`src/rtl/i2s_pkg.sv`:
```
// Shared types and defaults for the I2S capture path and the FIR stage behind it.
package i2s_pkg;

    typedef enum logic [1:0] {
        IDLE  = 2'd0,
        SHIFT = 2'd1,
        HOLD  = 2'd2
    } rx_state_t;

    localparam logic CH_LEFT  = 1'b0;
    localparam logic CH_RIGHT = 1'b1;

    localparam int DATA_WIDTH_DEF = 24;
    localparam int KEEP_WIDTH_DEF = 6;

endpackage

```
`src/rtl/axis_fifo2.sv`:
```
// Two-entry stream buffer with registered outputs; head entry drives the
// output directly so data stays stable while the consumer stalls.
module axis_fifo2 #(
    parameter int WIDTH = 25
) (
    input  logic             clk,
    input  logic             reset_n,
    input  logic             push,
    input  logic [WIDTH-1:0] din,
    input  logic             ready,
    output logic [WIDTH-1:0] dout,
    output logic             valid,
    output logic             full,
    output logic             empty
);

    logic [WIDTH-1:0] head;
    logic [WIDTH-1:0] tail;
    logic [1:0]       cnt;
    logic             pop;

    assign valid = (cnt != 2'd0);
    assign empty = (cnt == 2'd0);
    assign full  = (cnt == 2'd2);
    assign dout  = head;
    assign pop   = valid & ready;

    always_ff @(posedge clk or negedge reset_n) begin
        if (!reset_n) begin
            head <= '0;
            tail <= '0;
            cnt  <= 2'd0;
        end else begin
            unique case (cnt)
                2'd0: begin
                    if (push) begin
                        head <= din;
                        cnt  <= 2'd1;
                    end
                end
                2'd1: begin
                    if (push && pop) begin
                        head <= din;
                    end else if (push) begin
                        tail <= din;
                        cnt  <= 2'd2;
                    end else if (pop) begin
                        cnt <= 2'd0;
                    end
                end
                default: begin
                    // Full: a pop frees the head, so a same-cycle push fits.
                    if (pop) begin
                        head <= tail;
                        if (push) begin
                            tail <= din;
                        end else begin
                            cnt <= 2'd1;
                        end
                    end
                end
            endcase
        end
    end

endmodule

```
`src/rtl/i2s_rx_axis.sv`:
```
// I2S receiver: oversampled bus -> per-channel words on AXI-Stream (tlast = right).
// Define I2S_RX_LEFT_JUSTIFIED_EN for left-justified framing instead of I2S.
module i2s_rx_axis
    import i2s_pkg::*;
#(
    parameter int DATA_WIDTH = DATA_WIDTH_DEF,
    parameter int KEEP_WIDTH = KEEP_WIDTH_DEF,
    parameter int CNT_WIDTH  = 16
) (
    input  logic                         clk,
    input  logic                         reset_n,
    input  logic                         i2s_sclk,
    input  logic                         i2s_lrck,
    input  logic                         i2s_sdata,
    output logic signed [DATA_WIDTH-1:0] m_axis_tdata,
    output logic                         m_axis_tvalid,
    input  logic                         m_axis_tready,
    output logic                         m_axis_tlast,
    output logic [KEEP_WIDTH-1:0]        m_axis_tkeep,
    input  logic                         clear_status,
    output logic                         overflow,
    output logic                         frame_err,
    output logic [CNT_WIDTH-1:0]         overrun_cnt
);

    localparam int BW = $clog2(DATA_WIDTH + 1);
    localparam logic [BW-1:0] LAST_CNT = BW'(DATA_WIDTH - 1);

`ifdef I2S_RX_LEFT_JUSTIFIED_EN
    localparam logic LJ = 1'b1;
`else
    localparam logic LJ = 1'b0;
`endif

    logic sclk_s1, sclk_s2, sclk_d;
    logic lrck_s1, lrck_s2;
    logic sdata_s1, sdata_s2;
    logic lrck_prev, primed;
    logic sclk_rise, frame_edge;

    rx_state_t state, state_nx;
    logic [BW-1:0]         bit_cnt, bit_cnt_nx;
    logic [DATA_WIDTH-1:0] shreg;
    logic                  shift_en, word_done, ferr_evt;
    logic                  push_q, chan_q;

    logic [DATA_WIDTH:0]   fifo_dout;
    logic                  fifo_full, fifo_empty;
    logic                  pop, drop;

    always_ff @(posedge clk or negedge reset_n) begin
        if (!reset_n) begin
            sclk_s1  <= 1'b0;
            sclk_s2  <= 1'b0;
            sclk_d   <= 1'b0;
            lrck_s1  <= 1'b0;
            lrck_s2  <= 1'b0;
            sdata_s1 <= 1'b0;
            sdata_s2 <= 1'b0;
        end else begin
            sclk_s1  <= i2s_sclk;
            sclk_s2  <= sclk_s1;
            sclk_d   <= sclk_s2;
            lrck_s1  <= i2s_lrck;
            lrck_s2  <= lrck_s1;
            sdata_s1 <= i2s_sdata;
            sdata_s2 <= sdata_s1;
        end
    end

    assign sclk_rise  = sclk_s2 & ~sclk_d;
    // The first rise only learns the LRCK level, so a slot already in
    // progress at reset release is never mistaken for a fresh one.
    assign frame_edge = sclk_rise & primed & (lrck_s2 != lrck_prev);

    always_ff @(posedge clk or negedge reset_n) begin
        if (!reset_n) begin
            lrck_prev <= 1'b0;
            primed    <= 1'b0;
        end else if (sclk_rise) begin
            lrck_prev <= lrck_s2;
            primed    <= 1'b1;
        end
    end

    always_comb begin
        state_nx   = state;
        bit_cnt_nx = bit_cnt;
        shift_en   = 1'b0;
        word_done  = 1'b0;
        ferr_evt   = 1'b0;
        if (sclk_rise) begin
            unique case (state)
                IDLE, HOLD: begin
                    if (frame_edge) begin
                        state_nx   = SHIFT;
                        shift_en   = LJ;
                        bit_cnt_nx = LJ ? BW'(1) : '0;
                    end
                end
                SHIFT: begin
                    if (frame_edge) begin
                        ferr_evt   = 1'b1;
                        shift_en   = LJ;
                        bit_cnt_nx = LJ ? BW'(1) : '0;
                    end else begin
                        shift_en   = 1'b1;
                        bit_cnt_nx = bit_cnt + 1'b1;
                        if (bit_cnt == LAST_CNT) begin
                            word_done = 1'b1;
                            state_nx  = HOLD;
                        end
                    end
                end
                default: state_nx = IDLE;
            endcase
        end
    end

    always_ff @(posedge clk or negedge reset_n) begin
        if (!reset_n) begin
            state   <= IDLE;
            bit_cnt <= '0;
            shreg   <= '0;
            push_q  <= 1'b0;
            chan_q  <= CH_LEFT;
        end else begin
            state   <= state_nx;
            bit_cnt <= bit_cnt_nx;
            push_q  <= word_done;
            if (shift_en) begin
                shreg <= {shreg[DATA_WIDTH-2:0], sdata_s2};
            end
            if (word_done) begin
                chan_q <= (lrck_s2 == CH_RIGHT);
            end
        end
    end

    axis_fifo2 #(
        .WIDTH(DATA_WIDTH + 1)
    ) u_fifo (
        .clk    (clk),
        .reset_n(reset_n),
        .push   (push_q),
        .din    ({chan_q, shreg}),
        .ready  (m_axis_tready),
        .dout   (fifo_dout),
        .valid  (m_axis_tvalid),
        .full   (fifo_full),
        .empty  (fifo_empty)
    );

    assign {m_axis_tlast, m_axis_tdata} = fifo_dout;
    assign m_axis_tkeep = {KEEP_WIDTH{~fifo_empty}};

    assign pop  = m_axis_tvalid & m_axis_tready;
    assign drop = push_q & fifo_full & ~pop;

    // A drop or framing error in the same cycle as clear_status wins.
    always_ff @(posedge clk or negedge reset_n) begin
        if (!reset_n) begin
            overflow    <= 1'b0;
            frame_err   <= 1'b0;
            overrun_cnt <= '0;
        end else begin
            if (drop) begin
                overflow <= 1'b1;
            end else if (clear_status) begin
                overflow <= 1'b0;
            end
            if (ferr_evt) begin
                frame_err <= 1'b1;
            end else if (clear_status) begin
                frame_err <= 1'b0;
            end
            if (drop) begin
                if (clear_status) begin
                    overrun_cnt <= CNT_WIDTH'(1);
                end else if (overrun_cnt != '1) begin
                    overrun_cnt <= overrun_cnt + 1'b1;
                end
            end else if (clear_status) begin
                overrun_cnt <= '0;
            end
        end
    end

endmodule

```
`config.mk`:
```
export PLATFORM = sky130hd
export DESIGN_NAME = i2s_rx_axis
export DESIGN_NICKNAME = d
export VERILOG_FILES = /design/src/rtl/i2s_pkg.sv /design/src/rtl/axis_fifo2.sv /design/src/rtl/i2s_rx_axis.sv
export SDC_FILE = /design/constraint.sdc
export NUM_CORES = 1
export LEC_CHECK = 0
export CORE_MARGIN = 5
export CORE_UTILIZATION = 45
export CTS_CLUSTER_SIZE = 20
export DETAILED_ROUTE_END_ITERATION = 10
export DONT_BUFFER_PORTS = 1
export GPL_TIMING_DRIVEN = 0
export PLACE_DENSITY_LB_ADDON = 0.08
export SLEW_MARGIN = 40
export SYNTH_ARGS = -nofsm -noshare
export SYNTH_HDL_FRONTEND = slang
export SYNTH_SLANG_ARGS = --single-unit
export TNS_END_PERCENT = 5
```
`constraint.sdc`:
```
create_clock -name clk -period 2 [get_ports clk]
set_clock_uncertainty 0.05 [all_clocks]
set_input_delay 0.4 -clock clk [delete_from_list [all_inputs] [get_ports clk]]
set_output_delay 0.4 -clock clk [all_outputs]
set_load 0.05 [all_outputs]
```
; Word-level counts from Yosys, hierarchy flattened
; Cells that the tools add are included.
; Widths: inputs -> output; s select.
[classes]
n_addsub = 2
eq_ne = 15
mux = 39
bitwise_logic = 9
n_reduce_logical = 17
[ops]
columns = op, count
row1 = $mux 25, 6
row2 = $pmux 25 s2, 2
row3 = $mux 16, 4
row4 = $mux 2, 9
row5 = $add 16x1->16 const B, 1
row6 = $ne 16x16->1 const B, 1
row7 = $mux 1, 13
row8 = $reduce_bool 2->1, 6
row9 = $mux 5, 2
row10 = $ne 2x2->1 const B, 5
row11 = $pmux 5 s2, 1
row12 = $reduce_and 3->1, 3
row13 = $pmux 2 s2, 2
row14 = $and 1x1->1, 6
row15 = $add 5x1->5 const B, 1
row16 = $eq 5x5->1 const B, 1
row17 = $reduce_and 5->1, 1
row18 = $eq 2x1->1 const B, 2
row19 = $eq 2x2->1 const B, 2
row20 = $logic_not 2->1, 2
row21 = $reduce_and 4->1, 1
row22 = $ne 3x1->1 const B, 1
row23 = $ne 3x3->1 const B, 1
row24 = $not 1->1, 3
row25 = 6 further kinds, 6
[word_totals]
register_bits = 112
input_bits = 7
out_inout_bits = 50
wordCells = 102

; Longest topological paths before layout
; Gate-level depths: netlist (run 1).
[logic_depth]
word_depth = 8
depth_mapped = 6
depth_no_buf = 5

; Modules after synthesis
; Synthesis (run 1) repeated with hierarchy kept, for this count alone.
[hier_totals]
cells_unflattened = 490
hier_area_um2 = 5694.2
[modules_own_cells]
columns = module, n_inst, cells_each, area_per_inst_um2, seq_area_each_um2
row1 = axis_fifo2, 1, 269, 3032.9, 1301.2
row2 = i2s_rx_axis, 1, 221, 2661.3, 1501.4

; Least setup slack after synthesis (run 1)
; No wires, ideal clock.
[synth_path]
path_kind = register to register
startpoint = register overrun_cnt[0]
endpoint = register overrun_cnt[1]
setup_ns = 0.132
t_arrival_ns = 2.109
t_required_ns = 1.818
path_slack_ns = -0.290
path_stages_with_launch = 7
path_buffers = 1
period_less_slack_ns = 2.290
path_cell_list = dfrtp_1 > ha_1 > nand4_1 > o41ai_4 > buf_6 > mux2i_1 > nor2_1
[synth_between]
elab_chain_cells = 4
elab_cells_between_ends = 7
cone_classes = 1 x add/sub / 1 x eq/ne / 3 x mux / 2 x reduce/logical
[synth_rtl]
columns = item, line
row1 = start: declaration, i2s_rx_axis.sv:23  ; output logic [CNT_WIDTH-1:0] overrun_cnt
row2 = start signal: assignment, i2s_rx_axis.sv:181  ; overrun_cnt <= overrun_cnt + 1'b1;
row3 = $add 16x1->16, i2s_rx_axis.sv:181
row4 = $mux 16, i2s_rx_axis.sv:180  ; end else if (overrun_cnt != '1) begin
row5 = $mux 16, i2s_rx_axis.sv:178  ; if (clear_status) begin
row6 = $mux 16, i2s_rx_axis.sv:177  ; if (drop) begin
; Parallel ways exist; a longest one is shown, timed or not. The select of a mux whose other input is x is not followed.
; A chain may end at the register's enable or synchronous reset.

; Worst setup path after layout (run 1)
[layout_path]
startpoint = register u_fifo.cnt[1]
endpoint = output port m_axis_tkeep[2]
[layout_between]
elab_chain_cells = 2
[layout_rtl]
columns = item, line
row1 = start: declaration, axis_fifo2.sv:19  ; logic [1:0] cnt;
row2 = start signal: assignment, axis_fifo2.sv:32  ; cnt <= 2'd0;
row3 = start signal: assignment, axis_fifo2.sv:38  ; cnt <= 2'd1;
row4 = start signal: assignment, axis_fifo2.sv:46  ; cnt <= 2'd2;
row5 = $logic_not 2->1, axis_fifo2.sv:23  ; assign empty = (cnt == 2'd0);
row6 = $not 1->1 (no line), n/a
row7 = end: declaration, i2s_rx_axis.sv:19  ; output logic [KEEP_WIDTH-1:0] m_axis_tkeep,
; No other way between the ends.

==> run metrics, run 1 <==
P per Cell Area=847 mW/mm²; Final Setup Violations=17; commonest non-fill, non-tap cell in the layout=dfrtp_1; # rows=37; worst hold slack=-0.351 ns; CTS tree=yes; Placed Cells=525; Yosys Warn Count=0; failing checks=negative hold slack, negative setup slack; initial antenna violation count=0; final worst slack=-0.149 ns; post-synthesis average cell area=12.4 µm²; drc violations=0; Synth cell types=51; Max Fclk=465 MHz; Filler Cell Count=955; P_leak=2.37 nW; Cell Area, Synth=0.00482 mm²; Synth Area in Adders=0.519%; FF/Latch Area=0.00284 mm²; unrepaired setup endpoints after global routing=true; Synth top area share=58.2%; final hold viol count=112; Detailed Route WL=9490 µm; area taken by multi-input logic gates=0.00189 mm²; crit path kind=flop to output port; dpl hpwl=6030 µm; Reg2Reg Setup Slack=-0.06 ns; Initial DRC Count=153; CP Capture Type=output port; share of cells above drive strength 1=30.5%; first-pass GRT wire length=15900 µm; clock period minus worst slack=2.15 ns; GP Congestion=0.730; # diodes=0; Post-synth EDFFs=0; ranking of synthesized cells by area=dfrtp_1 (58%), mux2_2 (12%), mux2i_1 (5.4%); Total Routing Usage GR=15.3%; Critical Path Fanout Max=7; register area share after synthesis=58.2%; Clock Tree Buf Depth=2; largest family of logic cells by synthesized area=multiplexers; mux contribution to synthesized area=17.8%; cell taking the most area after synthesis=dfrtp_1; outcome=finished with violations; die area=0.0129 mm²; wire length per cell=17.1 µm; most frequent cells in the layout=dfrtp_1 (94), mux2_2 (51), a21oi_1 (38); Congestion Overflow GR=0; fin crit share=107%; Synth Instances=389; Max-cap violations=0; Slew @ Worst Pin=0.536 ns; Clk Latency, worst-skew pair=0.38 ns; Arr. time, crit path=1.70 ns; vias per inst=5.50; vias=3055; clock sink count=112; element type at the critical path start=flop; # IOs=57; placed inst area=0.00500 mm²; Place WS=-0.381 ns; I/O Buffers=0; Crit path required time=1.55 ns; Final Non-Filler Cells=555; fin nets=423; XOR/XNOR Fraction of Synth Area=0.364%; Die Y=113 µm; Die X=113 µm; initial core utilization=46.5%; core box area=0.0104 mm²; Synth Area in Compound Gates=9.09%; async set or reset register ratio after synthesis=100%; pin count of the biggest net entering global routing=113; vias in the first global route=3133; # H-tree levels=3; final instance area=0.00545 mm²; CTS root buf=clkbuf_8; simple-gate share of the synthesized area=10.5%; Relative slew margins=63.8%; Syn Nets=398; VDD IR max=0.000438 V; cts bufs inserted=9; final antenna-violating net count=0; Hold Crit Class=input port to async pin; clock slew seen by the registers of the worst setup and hold paths=0.11 ns; CTS Hold Bufs=3; ys flop type=dfrtp_1; Final Max Slew Viols=0; #FFs+latches synth=112; area grow syn2layout=13.1%; Pre-antenna DRT Iters=4
==> registers in the layout, summed over array words and instances (netlist names), 2 cells and up <==
register     flops
u_fifo.dout     25
u_fifo.tail     25
shreg           24
overrun_cnt     16
bit_cnt          5
state            2
u_fifo.cnt       2
==> what timing repair did <==
action	CTS	global route
setup endpoints to repair	47	29
resized for setup	15	28
pin swaps	4	5
endpoints found under the hold margin	115	112
gates cloned	1	0
buffers inserted	5	5
==> layout make-up <==
cell class | count | area share (%)
Sequential cell | 112 | 52.1
Timing Repair Buffer | 14 | 2.09
Inverter | 10 | 0.757
Buffer | 22 | 3.42
Tap cell | 136 | 3.12
Clock buffer | 9 | 2.27
Multi-Input combinational cell | 245 | 34.7
Clock inverter | 7 | 1.56
==> through the flow <==
| stage | TNS, ns | util [%] | total power [W] |
|---|---|---|---|
| after global placement | -6.92 | 48.2 | 0.00322 |
| after CTS | -1.31 | 51.5 | 0.00469 |
| after detailed placement | -7.44 | 48.2 | 0.00324 |
| final | -1.13 | 52.6 | 0.00462 |
| after global routing | -2.85 | 52.6 | 0.00483 |
| after floorplan | -0.0255 | - | 0.00313 |
==> power by group <==
group | leakage, nW | switching [W] | internal [W] | total, W
clock network | 0.0999 | 0.000823 | 0.000604 | 0.00143
logic | 0.822 | 0.000136 | 0.000176 | 0.000312
registers | 1.45 | 0.000443 | 0.00244 | 0.00288
==> cell families (layout without fill, tap and decap cells) <==
family,Yosys count,count (layout)
flip-flops,112,112
AND/OR/NAND/NOR,93,93
multiplexers,79,79
AO/OA/AOI/OAI,69,69
buffers and inverters,32,62
adder cells (fa/ha/maj),2,2
XOR/XNOR,2,2
==> cells in the mapped netlist, types with 3 or more instances <==
master      n
buf_6       3
inv_1      10
nand4_1     5
nor2b_1     3
a21oi_1    38
buf_4       6
mux2_2     51
nand3_1     8
mux2i_1    26
o21ai_0    12
or4_1       3
or3_1       8
dfrtp_1   112
clkbuf_1    4
buf_1       3
and3_1      3
nor3_1      5
buf_2       6
o31ai_1     3
nor2_1     30
nand2_1    10
==> final timing paths <==
check / startpoint / cells past startpoint / to
max in group asynchronous: reset_n / 0 / overrun_cnt[12]$_DFFE_PN0P_
hold / removal: reset_n / 0 / overrun_cnt[10]$_DFFE_PN0P_
min in group clk: m_axis_tready / 2 / u_fifo.cnt[1]$_DFFE_PN0P_
setup reg to reg: overrun_cnt[0]$_DFFE_PN0P_ / 7 / overrun_cnt[6]$_DFFE_PN0P_
setup / recovery: u_fifo.cnt[1]$_DFFE_PN0P_ / 3 / m_axis_tkeep[2]
hold reg to reg: sdata_s1$_DFF_PN0_ / 0 / sdata_s2$_DFF_PN0_
==> layer usage <==
metal  global-route usage, %  vias up  wire length [µm]  share of wire (%)
li1                        -     1440                 -                  -
met1                    20.7     1542              4420                 47
met4                    4.81        0                91               0.96
met2                    24.0       67              4520                 48
met5                       0        -                 0                  0
met3                    4.19        6               457                4.8
==> critical path, stage by stage (launching register included) <==
cell,delay [ns]
dfrtp_2,0.46
nor2_4,0.15
clkinvlp_4,0.40
buf_8,0.31
Note: power is estimated with default switching activity, not from simulation.
==> run 2: changes to the inputs <==
--- a/config.mk
+++ b/config.mk
@@ -12,6 +12,7 @@
 export DONT_BUFFER_PORTS = 1
 export GPL_TIMING_DRIVEN = 0
 export PLACE_DENSITY_LB_ADDON = 0.08
+export SETUP_SLACK_MARGIN = 0.05
 export SLEW_MARGIN = 40
 export SYNTH_ARGS = -nofsm -noshare
 export SYNTH_HDL_FRONTEND = slang
==> run 2 against run 1 <==
Effect of this change:
- flip-flop and latch count did not move
- non-clock buffer count down 6
- sequential power about the same
- worst hold slack improved by 0.0085 ns
- total power shrank 0.12%
- sequential share of layout area up 0.73 points
- die area stayed put
- setup slack gained 0.11 ns
- the run still ends with negative hold slack, negative setup slack left
- critical endpoint is now overrun_cnt[6]$_DFFE_PN0P_
==> run metrics, run 2 (synthesized netlist as in run 1, its figures left out) <==
outcome=finished with violations (unchanged); failing checks=negative hold slack, negative setup slack (unchanged); final instance area=0.00536 mm² (was 0.00545 mm²); Final Setup Violations=2 (was 17); cts bufs inserted=9 (unchanged); Congestion Overflow GR=0 (unchanged); crit path cell chain=ha_4, nand4_1, buf_6, o41ai_4, buf_4, or4_1, a21oi_1 (was nor2_4, clkinvlp_4, buf_8); drc violations=0 (unchanged); vias in the first global route=3012 (was 3133); fin crit share=102% (was 107%); # rows=37 (unchanged); CTS root buf=clkbuf_8 (unchanged); vias per inst=5.42 (was 5.50); unrepaired setup endpoints after global routing=true (unchanged); share of cells above drive strength 1=29.3% (was 30.5%); Clk Latency, worst-skew pair=0.37 ns (was 0.38 ns); CP Capture Type=flop (was output port); crit path kind=flop to flop (was flop to output port); fin nets=417 (was 423); critical path's largest stage delay=0.61 ns (was 0.46 ns); Slew @ Worst Pin=0.549 ns (was 0.536 ns); Relative slew margins=62.9% (was 63.8%); # diodes=0 (unchanged); final antenna-violating net count=0 (unchanged); Crit path required time=2.25 ns (was 1.55 ns); I/O Buffers=0 (unchanged); GP Congestion=0.713 (was 0.730); Pwr Total=0.00461 W (was 0.00462 W); wire length per cell=16.4 µm (was 17.1 µm); Final Core Density=51.7% (was 52.6%); Die Y=113 µm (unchanged); Final Max Slew Viols=0 (unchanged); clock slew seen by the registers of the worst setup and hold paths=0.11 ns (about the same); element type at the critical path start=flop (unchanged); Pre-antenna DRT Iters=4 (unchanged); worst hold slack=-0.343 ns (was -0.351 ns); initial core utilization=46.5% (unchanged); Max-cap violations=0 (unchanged); dpl hpwl=5760 µm (was 6030 µm); commonest non-fill, non-tap cell in the layout=dfrtp_1 (unchanged); core box area=0.0104 mm² (unchanged); Detailed Route WL=9000 µm (was 9490 µm); clock sink count=112 (unchanged); Max Fclk=491 MHz (was 465 MHz); final hold viol count=112 (unchanged); Total Routing Usage GR=14.9% (was 15.3%); Arr. time, crit path=2.28 ns (was 1.70 ns); first-pass GRT wire length=15400 µm (was 15900 µm); Hold Crit Class=input port to async pin (unchanged); die area=0.0129 mm² (unchanged); P_leak=2.36 nW (was 2.37 nW); # IOs=57 (unchanged); placed inst area=0.00503 mm² (was 0.00500 mm²); Critical Path Fanout Max=9 (was 7); initial antenna violation count=0 (unchanged); Initial DRC Count=125 (was 153); most frequent cells in the layout=dfrtp_1 (96), mux2_2 (51), a21oi_1 (38) (was dfrtp_1 (94), mux2_2 (51), a21oi_1 (38)); VDD IR max=0.000493 V (was 0.000438 V); vias=2976 (was 3055); P per Cell Area=861 mW/mm² (was 847 mW/mm²); pin count of the biggest net entering global routing=113 (unchanged); clock period minus worst slack=2.04 ns (was 2.15 ns); CTS tree=yes (unchanged); Die X=113 µm (unchanged); Clock Tree Buf Depth=2 (unchanged); final worst slack=-0.0351 ns (was -0.149 ns); area grow syn2layout=11.3% (was 13.1%); slowest CP cell=dfrtp_4 (was dfrtp_2); # H-tree levels=3 (unchanged); CTS Hold Bufs=3 (unchanged)
[run 2: cell type report]
class | instances | area [µm²]
plain buffers | 22 | 141
clock buffers | 10 | 138
clock inverters | 6 | 75.1
fillers | 944 | 5010
inverters | 10 | 40.0
multi-input cells | 245 | 1900
flip-flops and latches | 112 | 2830
well taps | 136 | 170
repair buffers | 8 | 71.3
[run 2: what timing repair did]
| action | 4_1_cts | 5_1_grt |
|---|---|---|
| resized for setup | 6 | 14 |
| pin swaps | 5 | 6 |
| buffers inserted | 3 | 2 |
| endpoints found under the setup margin | 49 | 39 |
| hold endpoints to repair | 115 | 112 |
[run 2: worst max-delay path: cells and delay by family, from the launching register on]
kind | cells | cell delay, ns
adders and majority gates | 1 | 0.21
and+or+nand+nor | 2 | 0.57
DFF | 1 | 0.61
AOI/OAI and AO/OA | 2 | 0.21
buffers and inverters | 2 | 0.31
[run 2: power breakdown]
group	leakage (nW)	internal [W]	switching, W
clock network	0.111	0.000637	0.000800
logic	0.791	0.000176	0.000129
registers	1.45	0.00244	0.000434
[run 2: path summary, 6_finish.rpt]
check                                      startpoint                     endpoint  slack (ns)  depth (start not counted)
hold reg to reg                     sclk_s1$_DFF_PN0_            sclk_s2$_DFF_PN0_        0.31                          0
setup reg to reg           overrun_cnt[0]$_DFFE_PN0P_   overrun_cnt[6]$_DFFE_PN0P_       -0.04                          7
max in group asynchronous                     reset_n        shreg[13]$_DFFE_PN0P_        2.07                          0
setup / recovery           overrun_cnt[0]$_DFFE_PN0P_   overrun_cnt[6]$_DFFE_PN0P_       -0.04                          7
min in group clk                        m_axis_tready    u_fifo.cnt[1]$_DFFE_PN0P_        0.18                          2
hold / removal                                reset_n  overrun_cnt[10]$_DFFE_PN0P_       -0.34                          0
[run 2: through the flow]
stage / hold WS [ns] / cells / setup TNS, ns / setup slack, ns
after global placement: 0.0576 / 525 / -5.41 / -0.245
final: -0.343 / 549 / -0.0398 / -0.0351
after CTS: -0.362 / 547 / -0.496 / -0.103
after global routing: -0.373 / 549 / -0.525 / -0.107
after detailed placement: 0.0574 / 525 / -5.57 / -0.248
after floorplan: 0.0544 / 389 / 0 / 0.0597
[run 2: per-layer routing]
layer | wire length [µm] | track usage, %
met1 | 4340 | 20.8
met2 | 4130 | 22.3
met3 | 397 | 3.66
met4 | 136 | 5.77
met5 | 0 | 0
